===== src/rtl/issue_scoreboard_pkg.sv =====
// rtl/issue_scoreboard_pkg.sv - shared constants for the issue scoreboard (ISSUE_BYPASS_EN selects forwarding)
package issue_scoreboard_pkg;

   // Default width of the per-instruction result latency field
   localparam int LAT_W_DEF = 2;

   // Operand source select codes
   localparam logic [1:0] BYP_REGFILE = 2'b00;
   localparam logic [1:0] BYP_FWD     = 2'b01;

   // Result latencies driven by the main decoder onto slot_lat
   localparam int LAT_ALU  = 0;
   localparam int LAT_LOAD = 1;

endpackage


===== src/rtl/issue_scoreboard_slot_check.sv =====
// rtl/issue_scoreboard_slot_check.sv - per-slot hazard and bypass check (ISSUE_BYPASS_EN enables forwarding)
module issue_slot_check
   import issue_scoreboard_pkg::*;
#(
   parameter int ISSUE_W = 2,
   parameter int NREG    = 32,
   parameter int RA_W    = 5,
   parameter int LAT_W   = LAT_W_DEF,
   parameter int SLOT    = 0
) (
   input  logic [NREG-1:0]         eb,
`ifdef ISSUE_BYPASS_EN
   input  logic [NREG*LAT_W-1:0]   cnt,
`endif
   input  logic [RA_W-1:0]         rs,
   input  logic [RA_W-1:0]         rt,
   input  logic                    use_rs,
   input  logic                    use_rt,
   input  logic [RA_W-1:0]         rd,
   input  logic                    we,
   input  logic [ISSUE_W*RA_W-1:0] all_rd,
   input  logic [ISSUE_W-1:0]      all_we,
   output logic                    ok,
   output logic [1:0]              byp_rs,
   output logic [1:0]              byp_rt
);

   logic fwd_rs;
   logic fwd_rt;
   logic haz_rs;
   logic haz_rt;
   logic waw_sb;
   logic raw_ig;
   logic waw_ig;
   logic [RA_W-1:0] rd_j;

   // Check this slot against the scoreboard and against every earlier slot in the group
   always_comb begin
      fwd_rs = 1'b0;
      fwd_rt = 1'b0;
`ifdef ISSUE_BYPASS_EN
      // A busy register whose countdown reached zero is on the forward network
      fwd_rs = eb[rs] && (cnt[rs*LAT_W +: LAT_W] == '0);
      fwd_rt = eb[rt] && (cnt[rt*LAT_W +: LAT_W] == '0);
`endif
      haz_rs = use_rs && eb[rs] && !fwd_rs;
      haz_rt = use_rt && eb[rt] && !fwd_rt;
      waw_sb = we && (rd != '0) && eb[rd];

      raw_ig = 1'b0;
      waw_ig = 1'b0;
      rd_j   = '0;
      for (int j = 0; j < ISSUE_W; j++) begin
         if (j < SLOT) begin
            rd_j = all_rd[j*RA_W +: RA_W];
            if (all_we[j] && (rd_j != '0)) begin
               if ((use_rs && (rs == rd_j)) || (use_rt && (rt == rd_j))) raw_ig = 1'b1;
               if (we && (rd == rd_j)) waw_ig = 1'b1;
            end
         end
      end

      ok     = !haz_rs && !haz_rt && !waw_sb && !raw_ig && !waw_ig;
      byp_rs = fwd_rs ? BYP_FWD : BYP_REGFILE;
      byp_rt = fwd_rt ? BYP_FWD : BYP_REGFILE;
   end

endmodule


===== src/rtl/issue_scoreboard.sv =====
// rtl/issue_scoreboard.sv - N-wide in-order issue/hazard scoreboard (optional ISSUE_BYPASS_EN forwarding)
module issue_scoreboard
   import issue_scoreboard_pkg::*;
#(
   parameter int ISSUE_W = 2,
   parameter int NREG    = 32,
   parameter int RA_W    = 5,
   parameter int LAT_W   = LAT_W_DEF
) (
   input  logic                           CLK,
   input  logic                           RST,
   input  logic                           hang,
   input  logic                           flush,
   input  logic [ISSUE_W-1:0]             slot_valid,
   input  logic [ISSUE_W*RA_W-1:0]        slot_rs,
   input  logic [ISSUE_W*RA_W-1:0]        slot_rt,
   input  logic [ISSUE_W-1:0]             slot_use_rs,
   input  logic [ISSUE_W-1:0]             slot_use_rt,
   input  logic [ISSUE_W*RA_W-1:0]        slot_rd,
   input  logic [ISSUE_W-1:0]             slot_we,
   input  logic [ISSUE_W*LAT_W-1:0]       slot_lat,
   input  logic [NREG-1:0]                wb_clr_mask,
   output logic [ISSUE_W-1:0]             issue_grant,
   output logic [$clog2(ISSUE_W+1)-1:0]   issue_count,
   output logic [ISSUE_W*2-1:0]           bypass_rs,
   output logic [ISSUE_W*2-1:0]           bypass_rt,
   output logic [NREG-1:0]                busy_mask
);

   localparam int CW = $clog2(ISSUE_W+1);

   logic [NREG-1:0]             busy_q;
   logic [NREG-1:0]             busy_d;
   logic [NREG-1:0][LAT_W-1:0]  cnt_q;
   logic [NREG-1:0][LAT_W-1:0]  cnt_d;
   logic [NREG-1:0]             eb;
   logic [ISSUE_W-1:0]          slot_ok;
   logic [ISSUE_W-1:0][1:0]     byp_rs_w;
   logic [ISSUE_W-1:0][1:0]     byp_rt_w;
   logic [ISSUE_W-1:0]          grant_c;
   logic                        chain;
   logic [CW-1:0]               count_c;
   logic [RA_W-1:0]             rd_i;

   // Writeback completing this cycle is readable thanks to the write-first regfile
   assign eb = busy_q & ~wb_clr_mask;

   genvar g;
   generate
      for (g = 0; g < ISSUE_W; g++) begin : g_slot
         issue_slot_check #(
            .ISSUE_W (ISSUE_W),
            .NREG    (NREG),
            .RA_W    (RA_W),
            .LAT_W   (LAT_W),
            .SLOT    (g)
         ) u_check (
            .eb      (eb),
`ifdef ISSUE_BYPASS_EN
            .cnt     (cnt_q),
`endif
            .rs      (slot_rs[g*RA_W +: RA_W]),
            .rt      (slot_rt[g*RA_W +: RA_W]),
            .use_rs  (slot_use_rs[g]),
            .use_rt  (slot_use_rt[g]),
            .rd      (slot_rd[g*RA_W +: RA_W]),
            .we      (slot_we[g]),
            .all_rd  (slot_rd),
            .all_we  (slot_we),
            .ok      (slot_ok[g]),
            .byp_rs  (byp_rs_w[g]),
            .byp_rt  (byp_rt_w[g])
         );
      end
   endgenerate

   // In-order prefix: a slot issues only if every older slot in the group issues
   always_comb begin
      chain     = !(RST || hang || flush);
      grant_c   = '0;
      count_c   = '0;
      bypass_rs = '0;
      bypass_rt = '0;
      for (int i = 0; i < ISSUE_W; i++) begin
         grant_c[i] = chain && slot_valid[i] && slot_ok[i];
         chain      = grant_c[i];
         count_c    = count_c + CW'(grant_c[i]);
         if (grant_c[i]) begin
            bypass_rs[i*2 +: 2] = byp_rs_w[i];
            bypass_rt[i*2 +: 2] = byp_rt_w[i];
         end
      end
   end

   assign issue_grant = grant_c;
   assign issue_count = count_c;
   assign busy_mask   = busy_q;

   // Scoreboard next state: clear, then count down, then set from this cycle's grants
   always_comb begin
      busy_d = busy_q & ~wb_clr_mask;
      cnt_d  = cnt_q;
      rd_i   = '0;
      if (!hang) begin
         for (int r = 0; r < NREG; r++) begin
            if (busy_d[r] && (cnt_q[r] != '0)) cnt_d[r] = cnt_q[r] - LAT_W'(1);
         end
         for (int i = 0; i < ISSUE_W; i++) begin
            rd_i = slot_rd[i*RA_W +: RA_W];
            if (grant_c[i] && slot_we[i] && (rd_i != '0)) begin
               busy_d[rd_i] = 1'b1;
               cnt_d[rd_i]  = slot_lat[i*LAT_W +: LAT_W];
            end
         end
      end
      if (RST) begin
         busy_d = '0;
         cnt_d  = '0;
      end
      // Register 0 is hardwired zero and never tracked
      busy_d[0] = 1'b0;
      cnt_d[0]  = '0;
   end

   // Scoreboard registers
   always_ff @(posedge CLK) begin
      busy_q <= busy_d;
      cnt_q  <= cnt_d;
   end

endmodule


===== config.mk =====
export PLATFORM = sky130hd
export DESIGN_NAME = issue_scoreboard
export DESIGN_NICKNAME = d
export VERILOG_FILES = /design/src/rtl/issue_scoreboard_pkg.sv /design/src/rtl/issue_scoreboard_slot_check.sv /design/src/rtl/issue_scoreboard.sv
export SDC_FILE = /design/constraint.sdc
export NUM_CORES = 1
export LEC_CHECK = 0
export CAP_MARGIN = 40
export CORE_MARGIN = 2
export CORE_UTILIZATION = 25
export DETAILED_ROUTE_END_ITERATION = 6
export PLACE_DENSITY = 0.59
export SYNTH_ARGS = -nofsm -noshare
export SYNTH_HDL_FRONTEND = slang
export SYNTH_SLANG_ARGS = --single-unit

===== constraint.sdc =====
create_clock -name CLK -period 3.7 [get_ports CLK]
set_input_delay 0.37 -clock CLK [delete_from_list [all_inputs] [get_ports CLK]]
set_output_delay 0.37 -clock CLK [all_outputs]
set_load 0.02 [all_outputs]

==> results.yml <==
power_and_ir_drop:
  combPwrFrac_pct: 29.7
  switchingPower_mw: 0.345
  intPower_mw: 0.832
  leakage_nw: 2.20
  pwr-share-seq_pct: 28.4
  sw_frac_of_total_pct: 29.3
  ir_drop_mv: 0.135
  cellPowerDensity_mw_per_mm2: 195
  power_frac_clock_pct: 41.9
  power.total_mw: 1.18
logic_synthesis:
  synth_area_sq_mm: 0.00383
  synth_top_cell_area_share_pct: 16.2
  ys_async_sr_fraction_pct: 0
  ys_ff_latch: 31
  synth_area_leaders: "dfxtp_1 (16%), mux4_2 (14%), nand2b_1 (5.4%), mux2i_1 (5.2%), nor2b_1 (4.6%)"
  yosys_most_used_dff: "dfxtp_1"
  syn_area_per_cell_sq_um: 8.09
  yosys_warnings: 0
  synth_largest_area_cell: "dfxtp_1"
  ys_types: 69
  syn_inst: 473
  ys_seq_area_share_pct: 16.2
  synth_edf_count: 0
sta:
  relSlewSlack_pct: 61.9
  rsz0062_at_grt: "no"
  tightest_slew_ps: 570
  setup_ws_ps: 180
  setup_viol: 0
  min_period_ps: 3520
  finalCritPeriodShare_pct: 95.1
  drv_slew: 0
  fin_worst_skew_ps: 13.6
  finalHoldViolCount: 0
  fmax_mhz: 284
detailed_routing:
  wire_per_inst_um: 22.6
  dr.pass1.iters: 5
  viasPerCell: 5.45
  drc_errors: 0
  route.vias.total: 4668
  initialDrtViolationCount: 481
  routed_wl_um: 19300
  antenna_left: 0
cells_and_area:
  n_antenna_cell: 0
  layout_commonest_cell: "buf_4"
  final_cell_mix: "buf_4 (118), clkdlybuf4s50_1 (103), o21ai_1 (32)"
  nets: 747
  largest_reg_flops: 31
  drive_above_1_share_pct: 26.3
  final_cell_area_sq_mm: 0.00603
  syn_to_final_growth_pct: 57.5
floorplan:
  die_x_um: 128
  row_count: 45
  core_sq_mm: 0.0151
  ios: 122
  die_h_um: 128
  initial_utilization_pct: 25.4
  die-area_sq_mm: 0.0163
setup_path:
  worstSetupStartpointType: "primary input"
  critPathRequiredTime_ps: 3330
  r2r_start: "busy_mask[16]"
  arrival_ps: 3150
  crit_fanout: 5
  ff2ff_path_depth: 11
  path_class: "in2out"
  regToRegSetupSlack_ps: 590
  startpoint: "wb_clr_mask[18]"
  r2r-end: "busy_mask[6]"
  worstSetupEndpointType: "output pin"
global_route:
  met2_usage_pct: 38.5
  grt_max_degree: 35
  grt_use_total_pct: 23.4
  overflow: 0
  antenna_found_initial: 0
  grt_pass1_wl_um: 28600
  grt_pass1_vias: 4729
  gr-usage-met1_pct: 30.9
  use_met3_pct: 4.13
  top_usage_layer: "met2"
clocking:
  cts.sinks: 31
  cts_tree: "yes"
  clkSlewWorstSetupHoldPaths_ps: 70
  numCtsBuffers: 5
  holdBufCountCts: 0
  htree_levels: 2
  clk_root_buffer_cell: "clkbuf_16"
  cts_buffer_depth: 2
  worstSkewPairLatency_ps: 290
  postCtsSetupBuffers: 0
placement:
  dp_hpwl_um: 15400
  place_area_sq_mm: 0.00585
  place.gp.congestion: 0.957
  pre_cts_ws_ps: -245
  portBuffers: 107
outcome:
  status: "complete, no violations"
worst_hold_path:
  hp-class: "reg2reg"
  min_to: "busy_mask[14]"
  hold_path.startpoint: "busy_mask[14]"
  min_path_cells: 4
run:
  maxCapViolations: 0
==> power groups by stage <==
stage               clock, mW  sequential [mW]  combinational [mW]
detailed placement          0            0.342               0.345
global placement            0            0.342               0.343
finish                  0.493            0.334               0.349
CTS                     0.499            0.334               0.346
floorplan                   0            0.342               0.167
global route            0.515            0.334               0.371
==> cell families after synthesis <==
family | Yosys count | share of synthesized area (%)
DFF | 31 | 16.2
other | 1 | 0.0980
AOI/OAI and AO/OA | 126 | 22.7
muxes | 47 | 20.2
and+or+nand+nor | 194 | 29.6
xor gates and xnor gates | 15 | 3.43
adders and majority gates | 1 | 0.327
buffers and inverters | 58 | 7.39
==> stage by stage <==
step / util, % / hold slack (ps) / cells / setup TNS (ps)
2_1_floorplan: - / 614 / 481 / 0
3_3_place_gp: 38.7 / 651 / 849 / -396
3_5_place_dp: 38.7 / 654 / 849 / -665
4_1_cts: 39.9 / 687 / 857 / 0
5_1_grt: 39.9 / 743 / 857 / 0
6_report: 39.9 / 694 / 857 / 0
==> worst max-delay path by stage <==
stage / cells past startpoint / to / slack [ps]
CTS: 10 / issue_grant[0] / 9
detailed placement: 11 / issue_count[0] / -250
global placement: 11 / issue_count[0] / -160
global route: 11 / issue_count[1] / 40
finish: 11 / issue_count[1] / 180
floorplan: 9 / issue_count[0] / 620
==> routing by layer <==
layer	vias up	part of all wire [%]
met4	0	3.6
met3	43	7.6
met2	226	46
met5	-	0
li1	2163	-
met1	2236	42
==> what timing repair did <==
action / CTS / global route
endpoints found under the setup margin: 4 / 3
resized for setup: 9 / 4
pin swaps: 0 / 0
==> cell type report <==
type / count / area (sq um)
multi-input cells: 392 / 2970
clock inverters: 3 / 43.8
inverters: 11 / 41.3
fillers: 1583 / 9060
flip-flops and latches: 31 / 621
clock buffers: 5 / 125
well taps: 188 / 235
repair buffers: 227 / 1990
==> synthesized netlist by cell type, types with 13 or more instances <==
library cell and number:
clkbuf_1 21, dfxtp_1 31, buf_2 13, xnor2_1 15, nor2_1 29, mux2i_1 20
o22a_1 16, a21oi_1 22, o21ai_1 32, nor2b_1 28, mux4_2 24, nand2_1 19
nor3_1 18, nand2b_1 33
==> worst max-delay path, cell delays in order <==
cell and delay [ps]:
clkdlybuf4s50_1 450, nor2b_1 120, mux4_2 470, or3_1 310, and4_1 230, a211oi_2 200
buf_4 160, and3_2 230, and2_4 160, ha_1 120, dlygate4sd2_1 320
Note: power is estimated with default switching activity, not from simulation.
